===== config.mk =====
export PLATFORM = sky130hd
export DESIGN_NAME = cpu_step_ctrl_flat
export DESIGN_NICKNAME = d
export VERILOG_FILES = /design/src/rtl/cpu_step_if.sv /design/src/rtl/cpu_step_ctrl.sv /design/src/flat_wrapper.sv
export SDC_FILE = /design/constraint.sdc
export NUM_CORES = 1
export LEC_CHECK = 0
export CORE_AREA = 2 2 103 65
export DETAILED_ROUTE_END_ITERATION = 6
export DIE_AREA = 0 0 105 67
export GPL_ROUTABILITY_DRIVEN = 0
export PLACE_DENSITY_LB_ADDON = 0.08
export SLEW_MARGIN = 40
export SYNTH_ARGS = -nofsm -noshare
export SYNTH_HDL_FRONTEND = slang
export SYNTH_SLANG_ARGS = --single-unit

===== constraint.sdc =====
create_clock -name clkin -period 7.9 [get_ports clkin]
set_input_delay 1.58 -clock clkin [delete_from_list [all_inputs] [get_ports clkin]]
set_output_delay 1.58 -clock clkin [all_outputs]
set_load 0.01 [all_outputs]

===== src/rtl/cpu_step_if.sv =====
// ---------------------------------------------------------------------------
// cpu_step_if
// Signal bundle between the board-level controls and the CPU step clock
// generator.
//   key_n        raw step button, active-low, asynchronous to clkin
//   mode_manual  1 = manual single step, 0 = free-running auto clock
//   rate_div     auto half-period = 2**rate_div clkin cycles
//   clk_cpu      registered CPU clock for the Pipeline clockCPU input
//   cpu_edge     one clkin-cycle strobe when clk_cpu rises
//   key_db       debounced key level, active-low
//   step_count   number of clk_cpu rising edges, wraps at 16 bits
//   state        controller state code for the LEDs
// master: board / testbench side, slave: cpu_step_ctrl.
// ---------------------------------------------------------------------------
interface cpu_step_if;
    logic        key_n;
    logic        mode_manual;
    logic [3:0]  rate_div;
    logic        clk_cpu;
    logic        cpu_edge;
    logic        key_db;
    logic [15:0] step_count;
    logic [2:0]  state;

    modport master (
        output key_n, mode_manual, rate_div,
        input  clk_cpu, cpu_edge, key_db, step_count, state
    );

    modport slave (
        input  key_n, mode_manual, rate_div,
        output clk_cpu, cpu_edge, key_db, step_count, state
    );
endinterface


===== src/rtl/cpu_step_ctrl.sv =====
// ---------------------------------------------------------------------------
// cpu_step_ctrl
// Generates the CPU clock for the Pipeline core from the board clock.
// Auto mode: free-running clock with half-period 2**rate_div clkin cycles.
// Manual mode: exactly one CPU clock pulse (MAN_HI_CYC cycles high) per
// debounced button press; holding the button never repeats the step.
// Ports:
//   clkin   board clock, all logic on the rising edge
//   reset   asynchronous, active-low
//   bus     cpu_step_if.slave (key_n, mode_manual, rate_div in;
//           clk_cpu, cpu_edge, key_db, step_count, state out)
// ---------------------------------------------------------------------------
module cpu_step_ctrl #(
    parameter int unsigned DEB_CYCLES = 500000,
    parameter int unsigned DEB_W      = 20,
    parameter int unsigned MAN_HI_CYC = 4
) (
    input  logic       clkin,
    input  logic       reset,
    cpu_step_if.slave  bus
);

    typedef enum logic [2:0] {
        MAN_IDLE     = 3'd0,
        MAN_HI       = 3'd1,
        MAN_WAIT_REL = 3'd2,
        AUTO_LO      = 3'd3,
        AUTO_HI      = 3'd4
    } state_e;

    localparam int unsigned       MAN_W    = (MAN_HI_CYC > 1) ? $clog2(MAN_HI_CYC) : 1;
    localparam logic [DEB_W-1:0]  DEB_LAST = DEB_W'(DEB_CYCLES - 32'd1);
    localparam logic [MAN_W-1:0]  MAN_LAST = MAN_W'(MAN_HI_CYC - 32'd1);

    logic             key_meta_r;
    logic             key_sync_r;
    logic             mode_meta_r;
    logic             mode_sync_r;
    logic [DEB_W-1:0] deb_cnt_r;
    logic             key_db_r;
    logic             key_db_dly_r;
    logic             press_s;

    state_e           state_r;
    state_e           state_nx_s;
    logic [14:0]      phase_cnt_r;
    logic [14:0]      phase_cnt_nx_s;
    logic [3:0]       phase_lim_r;
    logic [3:0]       phase_lim_nx_s;
    logic [14:0]      phase_last_s;
    logic             phase_end_s;
    logic [MAN_W-1:0] man_cnt_r;
    logic [MAN_W-1:0] man_cnt_nx_s;

    logic             hi_nx_s;
    logic             enter_hi_s;
    logic             clk_cpu_r;
    logic             cpu_edge_r;
    logic [15:0]      step_count_r;

    // Two-flop synchronizers for the asynchronous button and mode switch.
    // They reset to "released" and "manual" so nothing moves out of MAN_IDLE
    // before the real switch level has arrived.
    always_ff @(posedge clkin or negedge reset) begin
        if (!reset) begin
            key_meta_r  <= 1'b1;
            key_sync_r  <= 1'b1;
            mode_meta_r <= 1'b1;
            mode_sync_r <= 1'b1;
        end else begin
            key_meta_r  <= bus.key_n;
            key_sync_r  <= key_meta_r;
            mode_meta_r <= bus.mode_manual;
            mode_sync_r <= mode_meta_r;
        end
    end

    // Debounce: key_db follows the synced key only after DEB_CYCLES
    // consecutive cycles of disagreement; any bounce restarts the count.
    always_ff @(posedge clkin or negedge reset) begin
        if (!reset) begin
            deb_cnt_r    <= {DEB_W{1'b0}};
            key_db_r     <= 1'b1;
            key_db_dly_r <= 1'b1;
        end else begin
            key_db_dly_r <= key_db_r;
            if (key_sync_r != key_db_r) begin
                if (deb_cnt_r == DEB_LAST) begin
                    key_db_r  <= key_sync_r;
                    deb_cnt_r <= {DEB_W{1'b0}};
                end else begin
                    deb_cnt_r <= deb_cnt_r + DEB_W'(1'b1);
                end
            end else begin
                deb_cnt_r <= {DEB_W{1'b0}};
            end
        end
    end

    // Press is the debounced 1->0 transition, one cycle wide.
    assign press_s = key_db_dly_r & ~key_db_r;

    // Last count of the current auto phase: 2**phase_lim_r - 1.
    assign phase_last_s = ~(15'h7FFF << phase_lim_r);
    assign phase_end_s  = (phase_cnt_r == phase_last_s);

    // Next-state logic; rate_div is captured whenever a new auto phase starts.
    always_comb begin
        state_nx_s     = state_r;
        phase_cnt_nx_s = phase_cnt_r;
        phase_lim_nx_s = phase_lim_r;
        man_cnt_nx_s   = man_cnt_r;
        case (state_r)
            MAN_IDLE: begin
                if (!mode_sync_r) begin
                    state_nx_s     = AUTO_LO;
                    phase_cnt_nx_s = 15'd0;
                    phase_lim_nx_s = bus.rate_div;
                end else if (press_s) begin
                    state_nx_s   = MAN_HI;
                    man_cnt_nx_s = {MAN_W{1'b0}};
                end else begin
                    state_nx_s = MAN_IDLE;
                end
            end
            MAN_HI: begin
                // Mode switch is deliberately ignored so the pulse is never cut.
                if (man_cnt_r == MAN_LAST) begin
                    state_nx_s = MAN_WAIT_REL;
                end else begin
                    man_cnt_nx_s = man_cnt_r + MAN_W'(1'b1);
                end
            end
            MAN_WAIT_REL: begin
                if (key_db_r) begin
                    state_nx_s = MAN_IDLE;
                end else begin
                    state_nx_s = MAN_WAIT_REL;
                end
            end
            AUTO_LO: begin
                // Leaving auto is only allowed here, so a high phase is never shortened.
                if (phase_end_s) begin
                    phase_cnt_nx_s = 15'd0;
                    phase_lim_nx_s = bus.rate_div;
                    if (mode_sync_r) begin
                        state_nx_s = MAN_IDLE;
                    end else begin
                        state_nx_s = AUTO_HI;
                    end
                end else begin
                    phase_cnt_nx_s = phase_cnt_r + 15'd1;
                end
            end
            AUTO_HI: begin
                if (phase_end_s) begin
                    phase_cnt_nx_s = 15'd0;
                    phase_lim_nx_s = bus.rate_div;
                    state_nx_s     = AUTO_LO;
                end else begin
                    phase_cnt_nx_s = phase_cnt_r + 15'd1;
                end
            end
            default: begin
                state_nx_s     = MAN_IDLE;
                phase_cnt_nx_s = 15'd0;
                phase_lim_nx_s = 4'd0;
                man_cnt_nx_s   = {MAN_W{1'b0}};
            end
        endcase
    end

    // Decode the high phases of the next state for the registered outputs.
    always_comb begin
        hi_nx_s    = 1'b0;
        enter_hi_s = 1'b0;
        if ((state_nx_s == MAN_HI) || (state_nx_s == AUTO_HI)) begin
            hi_nx_s    = 1'b1;
            enter_hi_s = (state_nx_s != state_r);
        end else begin
            hi_nx_s    = 1'b0;
            enter_hi_s = 1'b0;
        end
    end

    // State and phase counters.
    always_ff @(posedge clkin or negedge reset) begin
        if (!reset) begin
            state_r     <= MAN_IDLE;
            phase_cnt_r <= 15'd0;
            phase_lim_r <= 4'd0;
            man_cnt_r   <= {MAN_W{1'b0}};
        end else begin
            state_r     <= state_nx_s;
            phase_cnt_r <= phase_cnt_nx_s;
            phase_lim_r <= phase_lim_nx_s;
            man_cnt_r   <= man_cnt_nx_s;
        end
    end

    // Registered CPU clock, edge strobe and step counter, all updated on the
    // same edge so cpu_edge and the count change together with clk_cpu rising.
    always_ff @(posedge clkin or negedge reset) begin
        if (!reset) begin
            clk_cpu_r    <= 1'b0;
            cpu_edge_r   <= 1'b0;
            step_count_r <= 16'd0;
        end else begin
            clk_cpu_r    <= hi_nx_s;
            cpu_edge_r   <= enter_hi_s;
            step_count_r <= step_count_r + {15'd0, enter_hi_s};
        end
    end

    assign bus.clk_cpu    = clk_cpu_r;
    assign bus.cpu_edge   = cpu_edge_r;
    assign bus.key_db     = key_db_r;
    assign bus.step_count = step_count_r;
    assign bus.state      = state_r;

endmodule


===== src/flat_wrapper.sv =====
// flat-port wrapper written by rule: the top's interface ports become plain ports
module cpu_step_ctrl_flat 
#(
    parameter int unsigned DEB_CYCLES = 500000,
    parameter int unsigned DEB_W      = 20,
    parameter int unsigned MAN_HI_CYC = 4
)
  (clkin, reset, bus_key_n, bus_mode_manual, bus_rate_div, bus_clk_cpu, bus_cpu_edge, bus_key_db, bus_step_count, bus_state);
  cpu_step_if bus_i ();
  input  logic clkin;
  input  logic reset;
  input wire logic [$bits(bus_i.key_n)-1:0] bus_key_n;
  input wire logic [$bits(bus_i.mode_manual)-1:0] bus_mode_manual;
  input wire logic [$bits(bus_i.rate_div)-1:0] bus_rate_div;
  output wire logic [$bits(bus_i.clk_cpu)-1:0] bus_clk_cpu;
  output wire logic [$bits(bus_i.cpu_edge)-1:0] bus_cpu_edge;
  output wire logic [$bits(bus_i.key_db)-1:0] bus_key_db;
  output wire logic [$bits(bus_i.step_count)-1:0] bus_step_count;
  output wire logic [$bits(bus_i.state)-1:0] bus_state;
  assign bus_i.key_n = bus_key_n;
  assign bus_i.mode_manual = bus_mode_manual;
  assign bus_i.rate_div = bus_rate_div;
  assign bus_clk_cpu = bus_i.clk_cpu;
  assign bus_cpu_edge = bus_i.cpu_edge;
  assign bus_key_db = bus_i.key_db;
  assign bus_step_count = bus_i.step_count;
  assign bus_state = bus_i.state;
  cpu_step_ctrl #(.DEB_CYCLES(DEB_CYCLES), .DEB_W(DEB_W), .MAN_HI_CYC(MAN_HI_CYC)) u_core (.clkin(clkin), .reset(reset), .bus(bus_i));
endmodule

==> metrics, run 1 <==
Layout area overhead=16.6%; CP Launch Type=register; Final period util=47.8%; Inserted Clock Buffers=9; row cnt=22; Cell variety after synth=57; worst slew pin tran=748 ps; die outline width=105 µm; max-slew violation count=0; first-pass GRT wire length=12800 µm; Total Routed Length=7470 µm; placed cells=469; Slowest-stage cell, CP=dfrtp_1; cell area after synthesis=3540 µm²; logic gate share of total power=30.1%; commonest non-fill, non-tap cell in the layout=dfrtp_1; H-tree depth=3; Hold Slack=356 ps; final setup vio count=0; first-pass iteration count of the detailed router=5; synthesized net count=383; number of DRC markers in iteration 0=201; Die H=67 µm; static leakage=0.00177 µW; CP peak stage delay=830 ps; starting density of the core=59.0%; Crit. End Element=register; min Tclk post-route=3780 ps; Antenna diodes=0; max-cap viol count=0; Sw Ratio=36.2%; Max Clk Rate=265 MHz; Hold Buf Count CTS=0; RSZ-0062 raised after global routing=false; Clock Power Share=28.8%; largest net degree at the start of global routing=69; worst-skew pair later-pin latency=350 ps; CTS tree=done; layout cells sized above 1=8.48%; Clock Sinks=68; critical-path cell list=nor2_1 > nor2b_1 > o221ai_1 > or4_4 > o41ai_1 > nand2_1 > nor2_1 > ha_1 > ha_1 > and3_1 > nand4_1 > nor2_1 > nand2_1 > xnor2_1; Mapped Avg Cell Area=9.58 µm²; Net Sw Power=443 µW; drt drc=0; setup TNS=0 ps; layout net count=409; top_reg_cell synth=dfrtp_1; Clock transition at path regs=80 ps; post-DP HPWL=5140 µm; FFs w/ async S/R, synth=100%; CP most frequent cell=nor2_1; Tot GR Track Use=24.2%; GR Overflow Total=0; Ports=30; Routed Antenna Nets=0; FILL cells=505; CTS Buffer Depth=2; Sequential Power Share=41.1%; Max VDD drop=0.169 mV; buffer count from post-CTS setup fixing=0; initial antenna violation count=0; pwr/cell area=296 nW/µm²; Hold Path Class=register to register; port bufs=29; most frequent cells in the layout=dfrtp_1, nor2_1, nand2_1; DIE AREA=7040 µm²; skew final=7.18 ps; crit path DAT=4020 ps; Internal=780 µW; CORE AREA=6000 µm²; clock root buffer=clkbuf_8; max_slew headroom=50.1%; post-route setup slack=4120 ps; vias in the first global route=2545; Synth Register Bits=68; crit path max fanout=24; via count=2791; Setup Crit Path Kind=register to register; pre-CTS setup slack=4200 ps; EDFF count, synth=0; warnings from Yosys=0; outcome=completed; Finished Layout Cells=485; via/cell ratio=5.75; wire per inst=15.4 µm; post-synthesis sequential area ratio=48.2%; PostCTS Resize Cnt=0; cell count after synthesis=370; Critical Path RT=8140 ps; final hold violations=0
## power groups by stage
| stage | Sequential [µW] | Combinational [µW] | Clock, µW |
|---|---|---|---|
| after detailed placement | 508 | 364 | 0 |
| after global routing | 517 | 410 | 378 |
| after global placement | 502 | 358 | 0 |
| after floorplan | 453 | 294 | 0 |
| final | 503 | 368 | 352 |
| after CTS | 502 | 368 | 360 |
## per-layer routing
| layer | global-route usage (%) | up-vias | wire length, µm |
|---|---|---|---|
| li1 | - | 1358 | - |
| met1 | 36.8 | 1346 | 3950 |
| met2 | 31.5 | 76 | 2930 |
| met3 | 7.73 | 11 | 496 |
| met4 | 8.83 | 0 | 92 |
| met5 | 0 | - | 0 |
## final cells by class
| cell class | count | area, µm² | share of cell area [%] |
|---|---|---|---|
| Multi-Input combinational cell | 277 | 1730 | 41.9 |
| Sequential cell | 68 | 1710 | 41.4 |
| Timing Repair Buffer | 31 | 304 | 7.36 |
| Clock buffer | 10 | 138 | 3.33 |
| Clock inverter | 6 | 111 | 2.70 |
| Tap cell | 84 | 105 | 2.54 |
| Inverter | 9 | 33.8 | 0.818 |
## flip-flops by register name, summed over array words and instances, names as in the netlist
name                   cells
u_core.bus.clk_cpu         1
u_core.bus.cpu_edge        1
u_core.bus.key_db          1
u_core.bus.state           3
u_core.bus.step_count     16
u_core.deb_cnt_r          20
u_core.key_db_dly_r        1
u_core.key_meta_r          1
u_core.key_sync_r          1
u_core.man_cnt_r           2
u_core.mode_meta_r         1
u_core.mode_sync_r         1
u_core.phase_cnt_r        15
u_core.phase_lim_r         4
## per-stage QoR
| step | area (µm²) | util [%] | total power, µW |
|---|---|---|---|
| 5_1_grt | 4130 | 68.8 | 1310 |
| 3_5_place_dp | 3880 | 64.7 | 872 |
| 2_1_floorplan | 3540 | - | 747 |
| 3_3_place_gp | 3880 | 64.6 | 860 |
| 4_1_cts | 4130 | 68.8 | 1230 |
| 6_report | 4130 | 68.8 | 1220 |
## final timing paths
path	startpoint	to	slack, ps	cells after the start
max in group asynchronous	reset	u_core.phase_cnt_r[14]$_DFFE_PN0P_	6160	2
min in group asynchronous	reset	u_core.deb_cnt_r[10]$_DFF_PN0_	1290	2
worst min register to register	u_core.mode_meta_r$_DFF_PN1_	u_core.mode_sync_r$_DFF_PN1_	360	0
worst max-delay path	u_core.phase_lim_r[3]$_DFFE_PN0P_	u_core.bus.step_count[12]$_DFF_PN0_	4120	14
worst max register to register	u_core.phase_lim_r[3]$_DFFE_PN0P_	u_core.bus.step_count[12]$_DFF_PN0_	4120	14
worst min-delay path	u_core.mode_meta_r$_DFF_PN1_	u_core.mode_sync_r$_DFF_PN1_	360	0
## synthesized netlist by cell type, types with 6 or more instances
cell type | count | area [µm²]
dfrtp_1 | 62 | 1550
nor3_1 | 11 | 55.1
a22o_1 | 8 | 70.1
o21ai_0 | 13 | 65.1
xnor2_1 | 19 | 166
and3_1 | 13 | 81.3
clkbuf_1 | 10 | 37.5
dfstp_2 | 6 | 158
nand4_1 | 10 | 62.6
nand2_1 | 31 | 116
inv_1 | 8 | 30.0
xor2_1 | 22 | 193
a21oi_1 | 11 | 55.1
nor2_1 | 49 | 184
nand3_1 | 28 | 140
## cell families after synthesis
kind of cell | share of synthesized area, %
adders and majority gates | 2.05
muxes | 0.600
DFF | 48.2
and+or+nand+nor | 22.8
AOI/OAI and AO/OA | 13.3
xor gates and xnor gates | 10.1
buffers and inverters | 2.93
## critical path: cells and delay by family, from the launching register on
| kind | cells | cell delay, ps |
|---|---|---|
| xor gates and xnor gates | 1 | 130 |
| adders and majority gates | 2 | 410 |
| and+or+nand+nor | 9 | 1840 |
| DFF | 1 | 830 |
| AOI/OAI and AO/OA | 2 | 460 |
Power figures use the tool's default switching activity.
==> run 2: changes to the inputs <==
--- a/config.mk
+++ b/config.mk
@@ -5,9 +5,9 @@
 export SDC_FILE = /design/constraint.sdc
 export NUM_CORES = 1
 export LEC_CHECK = 0
-export CORE_AREA = 2 2 103 65
+export CORE_AREA = 2 2 110 69
 export DETAILED_ROUTE_END_ITERATION = 6
-export DIE_AREA = 0 0 105 67
+export DIE_AREA = 0 0 112 71
 export GPL_ROUTABILITY_DRIVEN = 0
 export PLACE_DENSITY_LB_ADDON = 0.08
 export SLEW_MARGIN = 40
==> constraint.sdc (replaced) <==
create_clock -name clkin -period 3.38 [get_ports clkin]
set_input_delay 0.676 -clock clkin [delete_from_list [all_inputs] [get_ports clkin]]
set_output_delay 0.676 -clock clkin [all_outputs]
set_load 0.01 [all_outputs]
==> run 2 against run 1 <==
  * Maximum frequency up 18%
  * Final area up 7.7%
  * Sequential power up 120%
  * Core utilization down 5.5 points
  * Via count up 6.2%
  * Hold slack worse by 20 ps
  * Non-clock buffer count up 26
  * Sequential cell count unchanged
  * Clock-buffer cell count up 2
  * Largest cell class unchanged
  * Highest routed layer unchanged
==> metrics, run 2 (synthesized netlist as in run 1, its figures left out) <==
outcome=completed; post-route setup slack=184 ps; worst-skew pair later-pin latency=330 ps; final non-filler cell area=4450 µm²; commonest non-fill, non-tap cell in the layout=dfrtp_1; GR Overflow Total=0; Inserted Clock Buffers=9; post-DP HPWL=5960 µm; Internal=2060 µW; Critical Path RT=3600 ps; CTS Buffer Depth=2; row cnt=24; RSZ-0062 raised after global routing=true; max-slew violation count=0; vias in the first global route=2733; worst path bufs/invs=1; Die H=71 µm; Routed Antenna Nets=0; CTS tree=done; worst slew pin tran=579 ps; via count=2965; CP Launch Type=register; Max VDD drop=0.411 mV; critical-path cell list=buf_4 > o21bai_1 > a22o_1 > a21oi_2 > or4_4 > o41ai_2 > nand2_1 > nor2_2 > ha_2 > ha_4 > and3_4 > nand4_1 > nor2_2 > nand2_1 > xnor2_1; DIE AREA=7950 µm²; layout net count=435; max_slew headroom=61.4%; Core Util, Final=63.3%; pre-CTS setup slack=-15.7 ps; static leakage=0.00191 µW; Total Routed Length=8330 µm; first-pass iteration count of the detailed router=4; pwr/cell area=719 nW/µm²; critical path's top delay family=simple AND/OR/NAND/NOR gates; Final period util=94.6%; Antenna diodes=0; PnR Total Power=3200 µW; uppermost routed layer=met4; Biggest register=u_core.deb_cnt_r; Tot GR Track Use=22.7%; logic gate share of total power=37.5%; Hold Path Class=input pin to asynchronous set/reset pin; Ports=30; Met1 Wirelength=4380 µm; number of DRC markers in iteration 0=280; die outline width=112 µm; CP peak stage delay=570 ps; CORE AREA=7030 µm²; port bufs=29; min Tclk post-route=3200 ps; Clock Sinks=68; Sw Ratio=35.7%; H-tree depth=3; Max Clk Rate=313 MHz; final hold violations=0; starting density of the core=50.4%; largest net degree at the start of global routing=46; layout cells sized above 1=16.2%; WL met2=3270 µm; Sequential Power Share=34.2%; Clock transition at path regs=60 ps; max-cap viol count=0; via/cell ratio=5.72; Setup Crit Path Kind=register to register; post-placement cell area=4050 µm²; Layout area overhead=25.6%; Net Sw Power=1140 µW; first-pass GRT wire length=14000 µm; clock root buffer=clkbuf_16; most frequent cells in the layout=dfrtp_1, nor2_1, nand2_1; crit path max fanout=4; Clock Power Share=28.3%; final setup vio count=0; setup TNS=0 ps; wire length on met3=547 µm; initial antenna violation count=0; drt drc=0; FILL cells=595; skew final=6.04 ps; Slowest-stage cell, CP=or4_4; Hold Buf Count CTS=0; Crit. End Element=register; wire per inst=16.1 µm; max reg flops=20; crit path DAT=3410 ps
[run 2: cell types whose count changed in the layout (fill, tap and decap cells not counted), sizes merged]
cell    delta
bufinv     -2
clkbuf     +2
buf       +26
[run 2: path summary, 6_finish.rpt]
kind,to,cells past startpoint,slack [ps],from
max,u_core.bus.step_count[12]$_DFF_PN0_,15,180,u_core.phase_lim_r[1]$_DFFE_PN0P_
max reg2reg,u_core.bus.step_count[12]$_DFF_PN0_,15,180,u_core.phase_lim_r[1]$_DFFE_PN0P_
min reg2reg,u_core.mode_sync_r$_DFF_PN1_,0,360,u_core.mode_meta_r$_DFF_PN1_
min,u_core.deb_cnt_r[0]$_DFF_PN0_,2,340,reset
max in group asynchronous,u_core.phase_lim_r[1]$_DFFE_PN0P_,2,2500,reset
min in group clkin,u_core.mode_sync_r$_DFF_PN1_,0,360,u_core.mode_meta_r$_DFF_PN1_
[run 2: final cells by class]
type | count | area (µm²) | share of cell area (%)
inverters | 9 | 36.3 | 0.816
clock inverters | 4 | 51.3 | 1.15
repair buffers | 57 | 503 | 11.3
clock buffers | 12 | 236 | 5.31
flip-flops and latches | 68 | 1710 | 38.5
multi-input cells | 277 | 1800 | 40.4
well taps | 91 | 114 | 2.56
[run 2: routing by layer]
layer / GRT usage (%) / vias to the layer above
met5: 0 / -
met4: 8.27 / 0
met3: 5.48 / 9
met2: 29.0 / 86
met1: 36.8 / 1452
li1: - / 1418
[run 2: metrics by stage]
stage	std cells	hold slack, ps
global route	518	348
floorplan	370	345
global placement	498	346
detailed placement	498	350
CTS	514	329
finish	518	336
[run 2: what timing repair did]
action	in CTS	in global routing
endpoints found under the hold margin	0	0
gates cloned	0	1
setup buffers	0	3
gates resized for setup	1	19
pin swaps	0	9
endpoints found under the setup margin	2	11
[run 2: power groups by stage]
stage,logic (µW),clock network [µW],registers (µW)
2_1_floorplan,686,0,1060
3_3_place_gp,1060,0,1100
3_5_place_dp,1070,0,1100
4_1_cts,1080,933,1090
5_1_grt,1320,965,1110
6_report,1200,905,1090
